**src/rtl/cpu_load_ctrl_if.sv**
```systemverilog
// Host-side byte stream, CPU load port and run-status bundle for cpu_load_ctrl.
// The slave modport is the controller; the master modport is the host/CPU side.
interface cpu_load_ctrl_if #(
  parameter int DATA_W = 16,
  parameter int SEL_W  = 2,
  parameter int CYC_W  = 24
);
  logic              rx_valid;
  logic [7:0]        rx_byte;
  logic              rx_ready;
  logic              cpu_done;
  logic              load_en;
  logic [SEL_W-1:0]  load_sel;
  logic [DATA_W-1:0] load_data;
  logic              cpu_rst_n;
  logic              busy;
  logic [CYC_W-1:0]  run_cycles;
  logic              err;

  modport master (
    output rx_valid, rx_byte, cpu_done,
    input  rx_ready, load_en, load_sel, load_data, cpu_rst_n, busy, run_cycles, err
  );

  modport slave (
    input  rx_valid, rx_byte, cpu_done,
    output rx_ready, load_en, load_sel, load_data, cpu_rst_n, busy, run_cycles, err
  );
endinterface

```
**src/rtl/cpu_load_ctrl.sv**
```systemverilog
// Byte-stream program loader and run supervisor for a small CPU.
// Optional inter-byte timeout is built in when LOAD_TIMEOUT_EN is defined.
module cpu_load_ctrl #(
  parameter int DATA_W  = 16,
  parameter int SEL_W   = 2,
  parameter int CYC_W   = 24,
  parameter int TIMEOUT = 1000
) (
  input  logic           clk,
  input  logic           reset,
  cpu_load_ctrl_if.slave bus
);

  localparam logic [2:0] ST_IDLE   = 3'd0;
  localparam logic [2:0] ST_COUNT  = 3'd1;
  localparam logic [2:0] ST_DATA   = 3'd2;
  localparam logic [2:0] ST_RUN    = 3'd3;
  localparam logic [2:0] ST_FINISH = 3'd4;

  localparam int                BYTES     = DATA_W / 8;
  localparam int                BIDX_W    = (BYTES > 1) ? $clog2(BYTES) : 1;
  localparam logic [BIDX_W-1:0] LAST_BYTE = BIDX_W'(BYTES - 1);
  localparam logic [CYC_W-1:0]  CYC_MAX   = '1;

  if ((DATA_W % 8 != 0) || (DATA_W < 8) || (DATA_W > 64) ||
      (SEL_W < 1) || (SEL_W > 6) || (TIMEOUT < 1)) begin : g_bad_cfg
    $error("cpu_load_ctrl: illegal parameter set");
  end

  logic [2:0]        state_r,      state_nxt_s;
  logic [SEL_W-1:0]  sel_r,        sel_nxt_s;
  logic [8:0]        words_left_r, words_left_nxt_s;
  logic [BIDX_W-1:0] byte_idx_r,   byte_idx_nxt_s;
  logic [DATA_W-1:0] shift_r,      shift_nxt_s;
  logic [CYC_W-1:0]  cyc_cnt_r,    cyc_cnt_nxt_s;
  logic              load_en_r,    load_en_nxt_s;
  logic [SEL_W-1:0]  load_sel_r,   load_sel_nxt_s;
  logic [DATA_W-1:0] load_data_r,  load_data_nxt_s;
  logic [CYC_W-1:0]  run_cycles_r, run_cycles_nxt_s;
  logic              err_r,        err_nxt_s;
  logic              rx_ready_r,   rx_ready_nxt_s;
  logic              busy_r;
  logic              cpu_rst_n_r;
  logic              accept_s;
  logic [DATA_W-1:0] assembled_s;

`ifdef LOAD_TIMEOUT_EN
  localparam int               TMO_W    = $clog2(TIMEOUT + 1);
  localparam logic [TMO_W-1:0] TMO_LAST = TMO_W'(TIMEOUT - 1);
  logic [TMO_W-1:0] tmo_cnt_r, tmo_cnt_nxt_s;
`endif

  assign accept_s    = bus.rx_valid && rx_ready_r;
  assign assembled_s = (shift_r << 8) | DATA_W'(bus.rx_byte);

  // Next-state and next-output computation for the loader FSM.
  always_comb begin
    state_nxt_s      = state_r;
    sel_nxt_s        = sel_r;
    words_left_nxt_s = words_left_r;
    byte_idx_nxt_s   = byte_idx_r;
    shift_nxt_s      = shift_r;
    cyc_cnt_nxt_s    = cyc_cnt_r;
    load_en_nxt_s    = 1'b0;
    load_sel_nxt_s   = load_sel_r;
    load_data_nxt_s  = load_data_r;
    run_cycles_nxt_s = run_cycles_r;
    err_nxt_s        = err_r;
`ifdef LOAD_TIMEOUT_EN
    tmo_cnt_nxt_s    = '0;
`endif

    case (state_r)
      ST_IDLE: begin
        if (accept_s) begin
          if (bus.rx_byte[6]) begin
            err_nxt_s = 1'b1;
          end else if (bus.rx_byte[7]) begin
            err_nxt_s     = 1'b0;
            state_nxt_s   = ST_RUN;
            // The entry cycle itself is the first counted cycle.
            cyc_cnt_nxt_s = CYC_W'(1);
          end else begin
            err_nxt_s   = 1'b0;
            sel_nxt_s   = bus.rx_byte[SEL_W-1:0];
            state_nxt_s = ST_COUNT;
          end
        end else begin
          state_nxt_s = ST_IDLE;
        end
      end
      ST_COUNT: begin
        if (accept_s) begin
          words_left_nxt_s = (bus.rx_byte == 8'd0) ? 9'd256 : {1'b0, bus.rx_byte};
          byte_idx_nxt_s   = '0;
          state_nxt_s      = ST_DATA;
        end else begin
          state_nxt_s = ST_COUNT;
        end
      end
      ST_DATA: begin
        if (load_en_r) begin
          // Strobe cycle: no byte is taken; leave once the last word is out.
          if (words_left_r == 9'd0) begin
            state_nxt_s = ST_IDLE;
          end else begin
            state_nxt_s = ST_DATA;
          end
        end else if (accept_s) begin
          shift_nxt_s = assembled_s;
          if (byte_idx_r == LAST_BYTE) begin
            load_en_nxt_s    = 1'b1;
            load_data_nxt_s  = assembled_s;
            load_sel_nxt_s   = sel_r;
            words_left_nxt_s = words_left_r - 9'd1;
            byte_idx_nxt_s   = '0;
          end else begin
            byte_idx_nxt_s = byte_idx_r + BIDX_W'(1);
          end
        end else begin
          state_nxt_s = ST_DATA;
        end
      end
      ST_RUN: begin
        if (bus.cpu_done) begin
          run_cycles_nxt_s = cyc_cnt_r;
          state_nxt_s      = ST_FINISH;
        end else if (cyc_cnt_r == CYC_MAX) begin
          err_nxt_s = 1'b1;
        end else begin
          cyc_cnt_nxt_s = cyc_cnt_r + CYC_W'(1);
        end
      end
      ST_FINISH: begin
        state_nxt_s = ST_IDLE;
      end
      default: begin
        state_nxt_s = ST_IDLE;
      end
    endcase

`ifdef LOAD_TIMEOUT_EN
    if (((state_r == ST_COUNT) || (state_r == ST_DATA)) && !accept_s) begin
      if (tmo_cnt_r == TMO_LAST) begin
        state_nxt_s    = ST_IDLE;
        err_nxt_s      = 1'b1;
        load_en_nxt_s  = 1'b0;
        byte_idx_nxt_s = '0;
        tmo_cnt_nxt_s  = '0;
      end else begin
        tmo_cnt_nxt_s = tmo_cnt_r + TMO_W'(1);
      end
    end else begin
      tmo_cnt_nxt_s = '0;
    end
`endif

    // Ready is withheld during the strobe cycle so the stream pauses there.
    rx_ready_nxt_s = ((state_nxt_s == ST_IDLE) || (state_nxt_s == ST_COUNT) ||
                      (state_nxt_s == ST_DATA)) && !load_en_nxt_s;
  end

  // State, datapath and registered outputs.
  always_ff @(posedge clk or negedge reset) begin
    if (!reset) begin
      state_r      <= ST_IDLE;
      sel_r        <= '0;
      words_left_r <= 9'd0;
      byte_idx_r   <= '0;
      shift_r      <= '0;
      cyc_cnt_r    <= '0;
      load_en_r    <= 1'b0;
      load_sel_r   <= '0;
      load_data_r  <= '0;
      run_cycles_r <= '0;
      err_r        <= 1'b0;
      rx_ready_r   <= 1'b0;
      busy_r       <= 1'b0;
      cpu_rst_n_r  <= 1'b0;
    end else begin
      state_r      <= state_nxt_s;
      sel_r        <= sel_nxt_s;
      words_left_r <= words_left_nxt_s;
      byte_idx_r   <= byte_idx_nxt_s;
      shift_r      <= shift_nxt_s;
      cyc_cnt_r    <= cyc_cnt_nxt_s;
      load_en_r    <= load_en_nxt_s;
      load_sel_r   <= load_sel_nxt_s;
      load_data_r  <= load_data_nxt_s;
      run_cycles_r <= run_cycles_nxt_s;
      err_r        <= err_nxt_s;
      rx_ready_r   <= rx_ready_nxt_s;
      busy_r       <= (state_nxt_s != ST_IDLE);
      cpu_rst_n_r  <= (state_nxt_s == ST_RUN);
    end
  end

`ifdef LOAD_TIMEOUT_EN
  // Inter-byte silence counter for COUNT/DATA.
  always_ff @(posedge clk or negedge reset) begin
    if (!reset) begin
      tmo_cnt_r <= '0;
    end else begin
      tmo_cnt_r <= tmo_cnt_nxt_s;
    end
  end
`endif

  assign bus.rx_ready   = rx_ready_r;
  assign bus.load_en    = load_en_r;
  assign bus.load_sel   = load_sel_r;
  assign bus.load_data  = load_data_r;
  assign bus.cpu_rst_n  = cpu_rst_n_r;
  assign bus.busy       = busy_r;
  assign bus.run_cycles = run_cycles_r;
  assign bus.err        = err_r;

endmodule

```
**src/flat_wrapper.sv**
```systemverilog
// flat-port wrapper written by rule: the top's interface ports become plain ports
module cpu_load_ctrl_flat 
#(
  parameter int DATA_W  = 16,
  parameter int SEL_W   = 2,
  parameter int CYC_W   = 24,
  parameter int TIMEOUT = 1000
)
  (clk, reset, bus_rx_valid, bus_rx_byte, bus_cpu_done, bus_rx_ready, bus_load_en, bus_load_sel, bus_load_data, bus_cpu_rst_n, bus_busy, bus_run_cycles, bus_err);
  cpu_load_ctrl_if #(.DATA_W(DATA_W), .SEL_W(SEL_W), .CYC_W(CYC_W)) bus_i ();
  input  logic clk;
  input  logic reset;
  input wire logic [$bits(bus_i.rx_valid)-1:0] bus_rx_valid;
  input wire logic [$bits(bus_i.rx_byte)-1:0] bus_rx_byte;
  input wire logic [$bits(bus_i.cpu_done)-1:0] bus_cpu_done;
  output wire logic [$bits(bus_i.rx_ready)-1:0] bus_rx_ready;
  output wire logic [$bits(bus_i.load_en)-1:0] bus_load_en;
  output wire logic [$bits(bus_i.load_sel)-1:0] bus_load_sel;
  output wire logic [$bits(bus_i.load_data)-1:0] bus_load_data;
  output wire logic [$bits(bus_i.cpu_rst_n)-1:0] bus_cpu_rst_n;
  output wire logic [$bits(bus_i.busy)-1:0] bus_busy;
  output wire logic [$bits(bus_i.run_cycles)-1:0] bus_run_cycles;
  output wire logic [$bits(bus_i.err)-1:0] bus_err;
  assign bus_i.rx_valid = bus_rx_valid;
  assign bus_i.rx_byte = bus_rx_byte;
  assign bus_i.cpu_done = bus_cpu_done;
  assign bus_rx_ready = bus_i.rx_ready;
  assign bus_load_en = bus_i.load_en;
  assign bus_load_sel = bus_i.load_sel;
  assign bus_load_data = bus_i.load_data;
  assign bus_cpu_rst_n = bus_i.cpu_rst_n;
  assign bus_busy = bus_i.busy;
  assign bus_run_cycles = bus_i.run_cycles;
  assign bus_err = bus_i.err;
  cpu_load_ctrl #(.DATA_W(DATA_W), .SEL_W(SEL_W), .CYC_W(CYC_W), .TIMEOUT(TIMEOUT)) u_core (.clk(clk), .reset(reset), .bus(bus_i));
endmodule
```
**config.mk**
```make
export PLATFORM = sky130hd
export DESIGN_NAME = cpu_load_ctrl_flat
export DESIGN_NICKNAME = d
export VERILOG_FILES = /design/src/rtl/cpu_load_ctrl_if.sv /design/src/rtl/cpu_load_ctrl.sv /design/src/flat_wrapper.sv
export SDC_FILE = /design/constraint.sdc
export NUM_CORES = 1
export LEC_CHECK = 0
export ABC_AREA = 1
export CAP_MARGIN = 0
export CORE_MARGIN = 1.5
export CORE_UTILIZATION = 25
export DETAILED_ROUTE_END_ITERATION = 6
export RECOVER_POWER = 100
export SYNTH_ARGS = -nofsm -noshare
export SYNTH_HDL_FRONTEND = slang
export SYNTH_SLANG_ARGS = --single-unit
```
**constraint.sdc**
```tcl
create_clock -name clk -period 2.35 [get_ports clk]
set_input_delay 0.705 -clock clk [delete_from_list [all_inputs] [get_ports clk]]
set_output_delay 0.705 -clock clk [all_outputs]
set_load 0.05 [all_outputs]
```
==> results.json <==
{
  "finalWeightedCongestion": 0.854,
  "synth_cell_type_count": 31,
  "max_freq_ghz": 0.434,
  "largest_net_degree_at_the_start_of_global_routing": 38,
  "io_pins": 59,
  "worstPathRequired_ns": 1.64,
  "max_cap_viol_count": 0,
  "setup.worst_path.end_class": "primary output",
  "cp_slowest_stage_delay_ns": 0.83,
  "synth.ff_latch_count": 94,
  "share_clk_of_total_power_pct": 18.9,
  "timing.critical_path.slowest_stage_cell": "clkdlybuf4s50_1",
  "synth_top_family_by_area": "simple AND/OR/NAND/NOR gates",
  "cts_buffers": 9,
  "synth.cell_area_um2": 4690,
  "antenna_found_initial": 0,
  "grt_setup_unrepaired": "no",
  "ys_seq_area_share_pct": 50.1,
  "count_leader_synth": "nand2_1",
  "post_cts_buffers": 0,
  "netlist_top_cells_area": "dfrtp_1, nand2_1, nor2_1, inv_1, o21ai_0",
  "via_per_inst": 4.46,
  "synth_enable_flop_cells": 0,
  "grt_use_total_pct": 12.7,
  "detail_route.wl_per_cell_um": 13.0,
  "first_global_vias": 3882,
  "place_worst_setup_slack_ns": -0.00384,
  "antennaDiodeCount": 0,
  "outcome": "finished clean",
  "ctsHoldBuffers": 0,
  "power.share.combinational_pct": 46.6,
  "final_hold_viol_count": 0,
  "clk_path_buf_depth": 2,
  "power_share_of_the_sequential_group_pct": 34.5,
  "most_used_flip_flop_cell_after_synthesis": "dfrtp_1",
  "synthAdderAreaFrac_pct": 0.800,
  "clock_latency_ns": 0.34,
  "post_synth_mux_area_share_pct": 0,
  "yosysWarningCount": 0,
  "starting_density_pct": 25.8,
  "grt_first_pass_wirelength_mm": 19.9,
  "xor_xnor_share_of_the_synthesized_area_pct": 1.68,
  "remaining_design_rule_violation_count": 0,
  "synthDominantCellAreaShare_pct": 50.1,
  "worst-slew-pin-transition_ns": 0.913,
  "ir_worst_vdd_uv": 702,
  "site_rows": 49,
  "crit_path_max_fanout": 3,
  "hp-class": "reg2reg",
  "internal_power_uw": 3900,
  "crit_path_start_kind": "flip-flop",
  "switching_power_uw": 3320,
  "die_h_um": 140,
  "cp_top_family": "buffers and inverters",
  "place.detailed.instances": 884,
  "die_area_um2": 19600,
  "die_w_um": 140,
  "tritoncts_num_sinks": 94,
  "synth_simple_gate_area_share_pct": 29.7,
  "post_route_cells_drive_above_1_share_pct": 9.39,
  "power_density_nw_per_um2": 1250,
  "layout.nets": 681,
  "syn_avg_cell_area_um2": 7.90,
  "postSynthNetCount": 609,
  "relSlewSlack_pct": 39.1,
  "first_iter_violations": 225,
  "critical_path_cell_sequence": "clkdlybuf4s50_1",
  "post_synth_inst_count": 594,
  "p_sw_share_pct": 46.0,
  "routed_wl_mm": 11.7,
  "worstPathBufferInverterCount": 1,
  "timing.hold.ws_ns": 0.467,
  "lkg_pwr_uw": 0.00260,
  "num-fill-cells": 1976,
  "ctsHtreeMaxLevel": 3,
  "detailed_routing_iterations_pass_1": 5,
  "final_cell_count_without_fillers": 900,
  "synth_top_area_cell": "dfrtp_1",
  "post_synth_most_frequent_cells": "nand2_1, dfrtp_1, nor2_1, inv_1, o21ai_0",
  "final_critical_path_setup_slack_ns": 0.0456,
  "worst_clock_skew_ns": 0.00862,
  "clkTransAtPathRegs_ns": 0.07,
  "synth_compound_area_share_pct": 10.5,
  "core_area_um2": 18200,
  "quantity_of_i_o_buffers_inserted_on_ports": 58,
  "area_growth_pct": 23.3,
  "arrival_ns": 1.60,
  "postLayoutCoreUtil_pct": 31.8,
  "timing.setup.critical_path_class": "reg2out",
  "num_vias": 4011,
  "cts_tree": "done",
  "timing.final.crit_share_pct": 98.1,
  "slew_violations": 0,
  "async_reset_ff_share_pct": 100,
  "drt.antenna.violating_nets": 0,
  "dpl.hpwl_mm": 8.58,
  "ctsResizeCount": 0,
  "setup_violations": 0,
  "root_buffer": "clkbuf_16",
  "final_period_minus_worst_setup_slack_ns": 2.30,
  "grt_remaining_overflow": 0,
  "total_power_uw": 7230
}
sequential cells by signal, indices dropped and copies added, names as in the netlist, 2 cells and up:
name / count
u_core.bus.run_cycles: 24
u_core.cyc_cnt_r: 24
u_core.bus.load_data: 16
u_core.words_left_r: 9
u_core.shift_r: 8
u_core.state_r: 3
u_core.bus.load_sel: 2
u_core.sel_r: 2
logic make-up after synthesis:
group	after synthesis
compound gates	92
fa+ha+maj	3
xor+xnor	9
flops	94
simple gates	320
buf+inv	76
placed cells by master (no fill, tap or decap), drive strengths merged:
| cell | netlist | final |
|---|---|---|
| o22ai | 1 | 1 |
| clkinv | 0 | 6 |
| nor3 | 8 | 8 |
| nand3 | 36 | 36 |
| a21oi | 15 | 15 |
| xor2 | 8 | 8 |
| buf | 14 | 10 |
| xnor2 | 1 | 1 |
| nand2 | 201 | 201 |
| nand3b | 1 | 1 |
| clkdlybuf4s50 | 0 | 36 |
| dfrtp | 94 | 94 |
| ha | 3 | 3 |
| clkbuf | 4 | 22 |
| nor2 | 65 | 65 |
| inv | 58 | 59 |
| nand4 | 7 | 7 |
| o211ai | 1 | 1 |
| o21ai | 75 | 75 |
| dlygate4sd3 | 0 | 20 |
| or2 | 2 | 2 |
power groups by stage:
stage	Combinational (uW)	Sequential [uW]	Clock (uW)
3_5_place_dp	3600	2520	0
3_3_place_gp	3570	2530	0
6_report	3370	2490	1370
5_1_grt	3680	2570	1480
4_1_cts	3610	2510	1410
2_1_floorplan	1320	3600	0
final timing paths:
path | from | to | slack, ns | cells past startpoint
worst max-delay path | u_core.bus.load_en | bus_load_en | 0.05 | 1
worst min-delay path | u_core.bus.run_cycles[15] | u_core.bus.run_cycles[15] | 0.47 | 2
worst max register to register | u_core.cyc_cnt_r[1] | u_core.cyc_cnt_r[23] | 0.36 | 9
worst min register to register | u_core.bus.run_cycles[15] | u_core.bus.run_cycles[15] | 0.47 | 2
max in group asynchronous | reset | u_core.byte_idx_r | 0.52 | 2
min in group asynchronous | reset | u_core.bus.run_cycles[18] | 0.49 | 1
layer usage:
metal | vias to the layer above | GRT usage [%] | part of all wire (%)
li1 | 2039 | - | -
met1 | 1840 | 17.0 | 49
met2 | 121 | 20.9 | 45
met3 | 11 | 2.70 | 4.8
met4 | 0 | 3.32 | 1.2
met5 | - | 0 | 0
area by class of cell:
cell class	count	area, um^2	area share [%]
clock buffer	9	225	3.89
clock inverter	7	50.0	0.865
inverter	58	218	3.76
multi-input combinational	424	1940	33.6
sequential	94	2350	40.7
tap	229	287	4.95
timing repair buffer	79	707	12.2
metrics by stage:
step                      TNS (ns)  cell area [um^2]
after floorplan                  0              4690
after global placement           0              5650
after detailed placement  -0.00384              5650
after CTS                        0              5930
after global routing             0              5780
final                            0              5780
Power figures use the tool's default switching activity.
